[src/rtl/jericalla_pkg.sv]
// Shared Jericalla constants and the program-loader state encoding.
package jericalla_pkg;

   localparam int INST_W = 18;
   localparam int ADDR_W = 4;
   localparam int DEPTH  = 16;

   typedef enum logic [2:0] {
      ST_IDLE,
      ST_LEN,
      ST_B0,
      ST_B1,
      ST_B2,
      ST_WRITE,
      ST_DONE,
      ST_ERR
   } ld_state_e;

   // A session length is usable only if it names 1..DEPTH words.
   function automatic logic len_ok(input logic [7:0] n);
      return (n != 8'd0) && (n <= 8'(DEPTH));
   endfunction

   // The third byte of a word carries only two payload bits; the rest must be zero.
   function automatic logic hi_byte_ok(input logic [7:0] b);
      return (b[7:2] == 6'd0);
   endfunction

endpackage

[src/rtl/jericalla_prog_loader.sv]
// Program loader: streams a length byte plus 3-byte little-endian words into
// the instruction memory write port, holding the PC in reset until done.
module jericalla_prog_loader
   import jericalla_pkg::*;
(
   input  logic              clk_i,
   input  logic              reset_i,
   input  logic              start_i,
   input  logic [7:0]        byte_in_i,
   input  logic              byte_valid_i,
   output logic              byte_ready_o,
   output logic              mem_we_o,
   output logic [ADDR_W-1:0] mem_addr_o,
   output logic [INST_W-1:0] mem_data_o,
   output logic              core_reset_o,
   output logic              load_done_o,
   output logic              err_o,
   output logic [ADDR_W:0]   count_o
);

   ld_state_e         state_q, state_d;
   logic [ADDR_W:0]   count_q, count_d;
   logic [ADDR_W:0]   n_q, n_d;
   logic [INST_W-1:0] data_q, data_d;
   logic              xfer;
   logic [ADDR_W:0]   count_inc;

   // byte_ready is a pure state decode, so xfer never feeds back into it.
   assign xfer      = byte_valid_i & byte_ready_o;
   assign count_inc = count_q + 1'b1;

   // State register.
   always_ff @(posedge clk_i) begin
      if (reset_i) state_q <= ST_IDLE;
      else         state_q <= state_d;
   end

   // Next-state logic; start only matters when no session is in progress.
   always_comb begin
      state_d = state_q;
      unique case (state_q)
         ST_IDLE, ST_DONE, ST_ERR: if (start_i) state_d = ST_LEN;
         ST_LEN:   if (xfer) state_d = len_ok(byte_in_i) ? ST_B0 : ST_ERR;
         ST_B0:    if (xfer) state_d = ST_B1;
         ST_B1:    if (xfer) state_d = ST_B2;
         ST_B2:    if (xfer) state_d = hi_byte_ok(byte_in_i) ? ST_WRITE : ST_ERR;
         ST_WRITE: state_d = (count_inc == n_q) ? ST_DONE : ST_B0;
         default:  state_d = ST_IDLE;
      endcase
   end

   // Output decode from the state register only.
   always_comb begin
      byte_ready_o = 1'b0;
      mem_we_o     = 1'b0;
      core_reset_o = 1'b1;
      load_done_o  = 1'b0;
      err_o        = 1'b0;
      unique case (state_q)
         ST_LEN, ST_B0, ST_B1, ST_B2: byte_ready_o = 1'b1;
         ST_WRITE: mem_we_o = 1'b1;
         ST_DONE: begin
            load_done_o  = 1'b1;
            core_reset_o = 1'b0;
         end
         ST_ERR:  err_o = 1'b1;
         default: ;
      endcase
   end

   // Datapath next state: session length, word counter and word assembly.
   always_comb begin
      count_d = count_q;
      n_d     = n_q;
      data_d  = data_q;
      unique case (state_q)
         ST_LEN: if (xfer && len_ok(byte_in_i)) begin
            n_d     = byte_in_i[ADDR_W:0];
            count_d = '0;
         end
         ST_B0:    if (xfer) data_d[7:0]   = byte_in_i;
         ST_B1:    if (xfer) data_d[15:8]  = byte_in_i;
         ST_B2:    if (xfer) data_d[17:16] = byte_in_i[1:0];
         ST_WRITE: count_d = count_inc;
         default: ;
      endcase
   end

   // Datapath registers; reset discards any partially assembled word.
   always_ff @(posedge clk_i) begin
      if (reset_i) begin
         count_q <= '0;
         n_q     <= '0;
         data_q  <= '0;
      end else begin
         count_q <= count_d;
         n_q     <= n_d;
         data_q  <= data_d;
      end
   end

   // The address never wraps inside a session, since count stops at N <= DEPTH.
   assign mem_addr_o = count_q[ADDR_W-1:0];
   assign mem_data_o = data_q;
   assign count_o    = count_q;

endmodule

[config.mk]
export PLATFORM = sky130hd
export DESIGN_NAME = jericalla_prog_loader
export DESIGN_NICKNAME = d
export VERILOG_FILES = /design/src/rtl/jericalla_pkg.sv /design/src/rtl/jericalla_prog_loader.sv
export SDC_FILE = /design/constraint.sdc
export NUM_CORES = 1
export LEC_CHECK = 0
export BUFFER_PORTS_ARGS = -buffer_cell sky130_fd_sc_hd__clkbuf_2
export CAP_MARGIN = 20
export CORE_MARGIN = 3
export CORE_UTILIZATION = 34
export CTS_CLUSTER_DIAMETER = 40
export CTS_CLUSTER_SIZE = 10
export DETAILED_ROUTE_END_ITERATION = 8
export GPL_TIMING_DRIVEN = 1
export MAX_ROUTING_LAYER = met4
export PLACE_DENSITY = 0.59
export RECOVER_POWER = 50
export SYNTH_ARGS = -nofsm -noshare
export SYNTH_HDL_FRONTEND = slang
export SYNTH_SLANG_ARGS = --single-unit
[constraint.sdc]
create_clock -name clk_i -period 2.8 [get_ports clk_i]
set_clock_uncertainty 0.05 [all_clocks]
set_input_delay 0.7 -clock clk_i [delete_from_list [all_inputs] [get_ports clk_i]]
set_output_delay 0.7 -clock clk_i [all_outputs]
set_load 0.01 [all_outputs]
# Word-level counts from Yosys, hierarchy flattened
# Cells that the tools add are included.
dict set report classes {
  n_reduce_logical 14
  n_eq_ne 14
  n_mux 16
  magnitude_cmp 1
  n_addsub 1
  bitwise 1
}
# op count
set op_table {}
lappend op_table {{2-to-1 mux 3 bit} 7}
lappend op_table {{case mux 3 bit (6 select lines)} 1}
lappend op_table {{== test 3 bit, second input constant} 4}
lappend op_table {{!= test 2 bit, second input constant} 6}
lappend op_table {{case mux 5 bit (2 select lines)} 1}
lappend op_table {{AND reduction 2 bit} 5}
lappend op_table {{<= comparator 8 x 5 -> 1 bit, second input constant} 1}
lappend op_table {{nonzero test 8 bit} 1}
lappend op_table {{== test 3 x 2 -> 1 bit, second input constant} 2}
lappend op_table {{zero test 6 bit} 1}
lappend op_table {{adder 5 x 1 -> 5 bit, second input constant} 1}
lappend op_table {{== test 5 bit} 1}
lappend op_table {{2-to-1 mux 1 bit} 5}
lappend op_table {{2-to-1 mux 5 bit} 1}
lappend op_table {{AND reduction 5 bit} 1}
lappend op_table {{OR reduction 4 bit} 1}
lappend op_table {{== test 3 x 1 -> 1 bit, second input constant} 1}
lappend op_table {{zero test 3 bit} 1}
lappend op_table {{OR reduction 3 bit} 1}
lappend op_table {{logical AND 1 bit} 2}
lappend op_table {{2-to-1 mux 2 bit} 1}
lappend op_table {{nonzero test 2 bit} 1}
lappend op_table {{AND 1 bit} 1}
dict set report word_totals {
  out_inout_bits 32
  elab_cells 53
  ff_bits 31
  inputBits 12
}

# Longest topological paths before layout
# Gate-level depths: netlist (run 1).
dict set report depth {
  word_depth 7
  depth_mapped 6
  mapped_depth_nobuf 6
}

# Least setup slack after synthesis (run 1)
# OpenSTA, ideal clock, no wires.
dict set report synth_timing {
  path_kind {input port to flip-flop}
  from {input byte_in_i[1]}
  to {register state_q[2]}
  setup_ns 0.142
  slack_ns 0.853
  required_ns 2.608
  stages 5
  arrival_ns 1.756
  path_cell_list {nor4_4 > xnor2_2 > nand2_1 > a2111oi_0 > a2111oi_1}
}
dict set report synth_between {
  elab_chain_len 5
  elab_cells_between_ends 6
  cone_classes {order compare: 1; mux: 3; reduce/logical: 2}
}
# item line
set synth_rtl {}
lappend synth_rtl {{start, declared} jericalla_prog_loader.sv:9} ;# input logic [7:0] byte_in_i,
lappend synth_rtl {{<= comparator 8 x 5 -> 1 bit / nonzero test 8 bit (equally long branches)} jericalla_pkg.sv:21} ;# return (n != 8'd0) && (n <= 8'(DEPTH));
lappend synth_rtl {{logical AND 1 bit *} jericalla_pkg.sv:21}
lappend synth_rtl {{2-to-1 mux 3 bit * (2 in a row)} jericalla_prog_loader.sv:43} ;# ST_LEN: if (xfer) state_d = len_ok(byte_in_i) ? ST_B0 : ST_ERR;
lappend synth_rtl {{case mux 3 bit (6 select lines) *} jericalla_prog_loader.sv:41} ;# unique case (state_q)
lappend synth_rtl {{end signal, assigned} jericalla_prog_loader.sv:35} ;# else state_q <= state_d;
lappend synth_rtl {{end, declared} jericalla_prog_loader.sv:21} ;# ld_state_e state_q, state_d;
# Every way passes the cells marked *; elsewhere a longest branch is shown, timed or not. The select of a mux whose other input is x is not followed.
# A chain may end at the register's enable or synchronous reset.

# Worst setup path in the final report (run 1)
dict set report layout_timing {
  from {register state_q[1]}
  to {register data_q[7], in the netlist mem_data_o[7]}
}
dict set report layout_between {
  elab_chain_len 5
  elab_cells_between_ends 8
  cone_classes {eq/ne: 4; mux: 1; bitwise: 1; reduce/logical: 2}
}
# item line
set layout_rtl {}
lappend layout_rtl {{== test 3 bit (tied with other cells)} jericalla_prog_loader.sv:59} ;# unique case (state_q)
lappend layout_rtl {{OR reduction 4 bit} jericalla_prog_loader.sv:59}
lappend layout_rtl {{2-to-1 mux 1 bit} jericalla_prog_loader.sv:59}
lappend layout_rtl {{AND 1 bit} jericalla_prog_loader.sv:29} ;# assign xfer = byte_valid_i & byte_ready_o;
lappend layout_rtl {{AND reduction 2 bit (no source line) *} n/a}
lappend layout_rtl {{end signal, assigned} jericalla_prog_loader.sv:98} ;# data_q <= data_d;
lappend layout_rtl {{end, declared} jericalla_prog_loader.sv:24} ;# logic [INST_W-1:0] data_q, data_d;
# Every way passes the cells marked *; elsewhere a longest branch is shown, timed or not.

==> results.py, run 1 <==
metrics = {
    "pwr": {
        "power_frac_clock_pct": 28.7,
        "p_per_area_nw_per_um2": 751,
        "internal_power_uw": 886,
        "switchingPower_uw": 466,
        "combPwrFrac_pct": 30.8,
        "worst_ir_drop_vdd_v": 0.000438,
        "p_sw_share_pct": 34.5,
        "p_seq_share_pct": 40.5,
        "p_leak_uw": 0.000640,
        "finalPower_uw": 1350,
    },
    "clock_tree": {
        "cts_hold_buf": 0,
        "path_clk_slew_ps": 70,
        "cts_buffer_depth": 2,
        "cts_sinks": 31,
        "tritoncts": "built",
        "h-tree-depth": 2,
        "insertion_delay_ps": 270,
        "root_buffer": "clkbuf_8",
        "cts_made_buffers": 5,
        "cts_setup_buffers": 0,
        "ctsResizeCount": 0,
    },
    "route": {
        "routed_wl_mm": 3.47,
        "routedWlPerCell_um": 12.9,
        "vias_per_cell": 5.00,
        "drt_iter0_drc": 85,
        "via_count": 1346,
        "drt_drc_violations_left": 0,
        "antenna_left": 0,
        "drt_pre_antenna_iters": 4,
    },
    "synth": {
        "avgSynthCellArea_sq_um": 8.58,
        "syn_area_sq_um": 1530,
        "synth_cell_types": 40,
        "synth_top_cells_by_area": "dfxtp_1 (41%), mux2i_1 (7.9%), nand2_1 (6.9%), a21oi_1 (6.6%), nor2_1 (4.2%)",
        "yosysMostFrequentCell": "dfxtp_1",
        "synth_seq_cells": 31,
        "syn_nets": 192,
        "synth_edf_count": 0,
        "synthCells": 178,
        "yosysTopAreaCellShare_pct": 40.7,
        "ys_top_cells_by_count": "dfxtp_1 (31), nand2_1 (28), a21oi_1 (20)",
        "synth_async_sr_flop_share_pct": 0,
        "ys_warn_count": 0,
        "netlist.top_cell.by_area": "dfxtp_1",
        "synth-seq-area-share_pct": 40.7,
        "yosys_most_used_dff": "dfxtp_1",
    },
    "floorplan": {
        "initial_utilization_pct": 36.6,
        "core_sq_um": 4170,
        "die-area_sq_um": 5330,
        "ios": 44,
        "rows": 23,
        "fp.dieH_um": 73.0,
        "die_x_um": 73.0,
    },
    "global_route": {
        "antenna_found_initial": 0,
        "grt_usage_pct": 15.3,
        "grt_max_degree": 32,
        "use_met1_pct": 20.0,
        "grt_overflow": 0,
        "grt-busiest-layer": "met2",
        "grt_pass1_vias": 1315,
        "use_met2_pct": 22.6,
        "grt_pass1_wl_mm": 6.22,
        "met3_usage_pct": 3.99,
    },
    "worst_setup_path": {
        "cp-start-kind": "flip-flop",
        "end_kind": "flip-flop",
        "cp-endpoint": "mem_data_o[7]",
        "ff2ff_path_depth": 4,
        "cp_max_fo": 15,
        "worst-path-stages": 4,
        "critPathTopFamily": "simple AND/OR/NAND/NOR gates",
        "critPathBufInv": 0,
        "critPathMaxStageDelay_ps": 1000,
        "worst-setup-path-type": "flip-flop to flip-flop",
        "reg2reg_slack_ps": 500,
        "reg2reg_to": "mem_data_o[7]",
        "cp_cell_sequence": "nand2_1, nor3_1, mux2i_1, nor2_1",
        "slowest_stage": "nor3_1",
        "cp.arrival_ps": 2400,
        "rr_startpoint": "state_q[1]",
        "cp-startpoint": "state_q[1]",
        "worstPathRequired_ps": 2890,
    },
    "sta": {
        "rsz0062_at_grt": "false",
        "hold_violations": 0,
        "fin_crit_ps": 2300,
        "hold_ws_ps": 405,
        "slew_viol_final": 0,
        "period_share_pct": 82.3,
        "fmax_ghz": 0.434,
        "setup_tns_ps": 0,
        "finalSetupViolations": 0,
        "worstMarginPinSlew_ps": 1290,
        "slew_headroom_pct": 13.1,
    },
    "placed_design": {
        "dp_hpwl_mm": 2.50,
        "gp_congestion": 0.810,
        "io_buffers": 43,
    },
    "cells_and_area": {
        "final_nets": 232,
        "syn_to_final_growth_pct": 17.9,
        "drive_above_1_share_pct": 13.7,
        "postLayoutCoreUtil_pct": 43.1,
        "diodes": 0,
    },
    "worst_hold_path": {
        "hold_class": "flip-flop to flip-flop",
    },
    "status": {
        "outcome": "finished, final reports clean",
    },
    "run": {
        "maxCapViolations": 0,
    },
}
worst reg2reg max path, stage by stage (launching register included):
cell,delay (ps)
dfxtp_1,620
nand2_1,140
nor3_1,1000
mux2i_1,300
nor2_1,60
stage by stage:
step	cell area [sq um]	std cells	worst slack, ps
2_1_floorplan	1530	178	853
3_3_place_gp	1750	261	590
3_5_place_dp	1750	261	553
4_1_cts	1850	269	460
5_1_grt	1800	269	237
6_report	1800	269	495
area by class of cell:
class	instances	area, sq um
tap	50	62.6
inverter	3	11.3
multi-input combinational	133	812
sequential	31	621
fill	442	2370
clock inverter	1	7.51
clock buffer	7	96.3
timing repair buffer	44	189
routing by layer:
layer  vias to the layer above  wire [um]
li1                        696          -
met1                       603       1690
met2                        43       1520
met3                         4        221
met4                         0         37
met5                         -          0
worst min path at each step:
| stage | cells after the start | start | to | slack [ps] |
|---|---|---|---|---|
| final | 2 | mem_data_o[11] | mem_data_o[11] | 400 |
| after global routing | 2 | mem_data_o[11] | mem_data_o[11] | 420 |
| after CTS | 2 | mem_data_o[11] | mem_data_o[11] | 410 |
| after detailed placement | 2 | mem_data_o[11] | mem_data_o[11] | 400 |
| after global placement | 2 | mem_data_o[12] | mem_data_o[12] | 400 |
| after floorplan | 2 | n_q[0] | n_q[0] | 400 |
sequential cells by signal, summed over array words and instances, names as in the netlist:
register / count
mem_data_o: 18
count_o: 5
n_q: 5
state_q: 3
cell families after synthesis:
group	Yosys count	share of synthesized area (%)
compound gates	31	12.3
flops	31	40.7
fa+ha+maj	2	1.64
mux	12	7.87
simple gates	77	25.7
xor+xnor	11	6.80
buf+inv	14	5.00
cells in the final DEF, fill, tap and decap left out, types with 2 or more instances in the layout:
master / n
a21oi_1: 20
and2_1: 3
and3_1: 2
clkbuf_1: 27
clkbuf_2: 16
clkbuf_8: 7
dfxtp_1: 31
ha_1: 2
inv_1: 2
mux2i_1: 12
nand2_1: 28
nand3_1: 9
nor2_1: 17
nor3_1: 4
nor4_1: 3
o21ai_1: 3
or3_1: 2
or4_1: 2
xnor2_1: 7
xor2_1: 3
power groups by stage:
stage	clock network [uW]	registers, uW	logic, uW
floorplan	0	530	363
global placement	0	571	430
detailed placement	0	568	431
finish	388	548	416
CTS	403	559	433
global route	422	560	480
(Power assumes the default switching activity.)
==> run 2, diff against run 1 <==
--- a/config.mk
+++ b/config.mk
@@ -14,7 +14,7 @@
 export DETAILED_ROUTE_END_ITERATION = 8
 export GPL_TIMING_DRIVEN = 1
 export MAX_ROUTING_LAYER = met4
-export PLACE_DENSITY = 0.59
+export PLACE_DENSITY = 0.61
 export RECOVER_POWER = 50
 export SYNTH_ARGS = -nofsm -noshare
 export SYNTH_HDL_FRONTEND = slang
==> constraint.sdc (replaced) <==
create_clock -name clk_i -period 1.9 [get_ports clk_i]
set_clock_uncertainty 0.05 [all_clocks]
set_input_delay 0.475 -clock clk_i [delete_from_list [all_inputs] [get_ports clk_i]]
set_output_delay 0.475 -clock clk_i [all_outputs]
set_load 0.01 [all_outputs]
==> run 2 against run 1 <==
Effect of this change:
- worst setup slack worse by 420 ps
- via count up 8.7%
- core utilization up 4.1 points
- largest power group is now combinational logic
- clock power up 29%
- global-route usage up 0.28 points
- critical path depth up 1
- final cell count up 8.2%
- highest routed layer unchanged
- count of clock-buffer cells in the layout unchanged
- first-iteration DRC count down 49%
- sequential share of layout area down 3.0 points
- flip-flop and latch count unchanged
==> results.py, run 2 (synthesis results as in run 1) <==
metrics = {
    "status": {
        "outcome": "finished, final reports clean",
    },
    "route": {
        "routed_wl_mm": 3.71,
        "routed.top_layer": "met4",
        "met2WireLength_mm": 1.68,
        "wl_met1_mm": 1.74,
        "vias_per_cell": 5.03,
        "drt_iter0_drc": 43,
        "antenna_left": 0,
        "drt_drc_violations_left": 0,
        "via_count": 1463,
        "routedWlPerCell_um": 12.7,
        "wl_met3_um": 237,
        "drt_pre_antenna_iters": 5,
    },
    "floorplan": {
        "ios": 44,
        "die_x_um": 73.0,
        "fp.dieH_um": 73.0,
        "rows": 23,
        "initial_utilization_pct": 36.6,
        "core_sq_um": 4170,
        "die-area_sq_um": 5330,
    },
    "sta": {
        "setup_tns_ps": 0,
        "fin_crit_ps": 1820,
        "worstMarginPinSlew_ps": 501,
        "fin_ws_ps": 78.1,
        "period_share_pct": 95.9,
        "finalSetupViolations": 0,
        "hold_ws_ps": 409,
        "fmax_ghz": 0.549,
        "slew_headroom_pct": 66.5,
        "rsz0062_at_grt": "false",
        "slew_viol_final": 0,
        "hold_violations": 0,
    },
    "worst_setup_path": {
        "cp_cell_sequence": "buf_4, nand2_1, or2_2, inv_1, clkbuf_2",
        "cp-start-kind": "flip-flop",
        "worst-setup-path-type": "flip-flop to output port",
        "end_kind": "output port",
        "slowest_stage": "dfxtp_1",
        "worstPathRequired_ps": 1370,
        "rr_startpoint": "count_o[0]",
        "critPathMaxStageDelay_ps": 350,
        "cp.arrival_ps": 1300,
        "cp-startpoint": "state_q[2]",
        "cp_max_fo": 7,
    },
    "clock_tree": {
        "path_clk_slew_ps": 70,
        "ctsResizeCount": 0,
        "insertion_delay_ps": 280,
        "cts_sinks": 31,
        "cts_made_buffers": 5,
        "cts_buffer_depth": 2,
        "root_buffer": "clkbuf_8",
        "cts_setup_buffers": 0,
        "h-tree-depth": 2,
        "cts_hold_buf": 0,
        "tritoncts": "built",
    },
    "placed_design": {
        "gp_congestion": 0.733,
        "io_buffers": 43,
        "dp_slack_ps": 34.0,
        "placed_area_sq_um": 1920,
        "dp_hpwl_mm": 2.77,
    },
    "pwr": {
        "p_leak_uw": 0.000752,
        "worst_ir_drop_vdd_v": 0.000409,
        "p_per_area_nw_per_um2": 1050,
    },
    "run": {
        "maxCapViolations": 0,
    },
    "worst_hold_path": {
        "hp-start": "mem_data_o[9]",
        "hold_class": "flip-flop to flip-flop",
    },
    "cells_and_area": {
        "postLayoutCoreUtil_pct": 47.2,
        "multi_input_area_sq_um": 830,
        "final_common_cell": "dfxtp_1",
        "final_cell_mix": "dfxtp_1 (31), nand2_1 (28), clkbuf_1 (28), buf_4 (21), a21oi_1 (20)",
        "area.sequential_sq_um": 621,
        "syn_to_final_growth_pct": 29.1,
        "stdcell_area_sq_um": 1970,
        "drive_above_1_share_pct": 22.4,
        "diodes": 0,
        "largest_reg_flops": 18,
        "final_nets": 254,
        "n_fill_cell": 417,
    },
    "global_route": {
        "grt_pass1_wl_mm": 6.25,
        "grt_max_degree": 19,
        "grt_usage_pct": 15.6,
        "grt_pass1_vias": 1362,
        "grt_overflow": 0,
        "antenna_found_initial": 0,
    },
}
run 2: changes by cell type in the layout (fill, tap and decap cells not counted), sizes merged:
| cell | previous run | this run |
|---|---|---|
| buf | 1 | 22 |
| clkbuf | 50 | 51 |
| clkinv | 0 | 1 |
| clkinvlp | 1 | 0 |
run 2: area by class of cell:
cell class	count	area share, %
Clock inverter	1	0.254
Sequential cell	31	31.5
Clock buffer	7	3.87
Timing Repair Buffer	66	18.5
Tap cell	50	3.17
Inverter	3	0.571
Multi-Input combinational cell	133	42.1
run 2: per-stage QoR:
| stage | instances | total power (uW) |
|---|---|---|
| after floorplan | 178 | 1320 |
| after global placement | 283 | 1580 |
| after detailed placement | 283 | 1590 |
| after CTS | 291 | 2090 |
| after global routing | 291 | 2200 |
| final | 291 | 2070 |
run 2: critical path: cells and delay by family (launching register included):
kind / cells / cell delay [ps]
DFF: 1 / 350
buffers and inverters: 3 / 340
and+or+nand+nor: 2 / 330
run 2: power breakdown:
group | total, uW | leakage (uW) | internal, uW | switching [uW]
Combinational | 807 | 0.000459 | 357 | 450
Sequential | 757 | 0.000250 | 708 | 48.7
Clock | 501 | 0.0000422 | 257 | 245
Total | 2070 | 0.000752 | 1320 | 743
run 2: path summary, 6_finish.rpt:
check	endpoint	slack [ps]	cells after the start
worst max-delay path	load_done_o	80	5
worst min-delay path	mem_data_o[9]	410	2
worst max register to register	state_q[2]	150	6
worst min register to register	mem_data_o[9]	410	2
run 2: routing by layer:
metal  vias to the layer above  global-route usage (%)
met5                         -                       -
met1                       674                    19.5
met4                         0                    5.53
li1                        736                       -
met2                        47                    23.8
met3                         6                    4.55
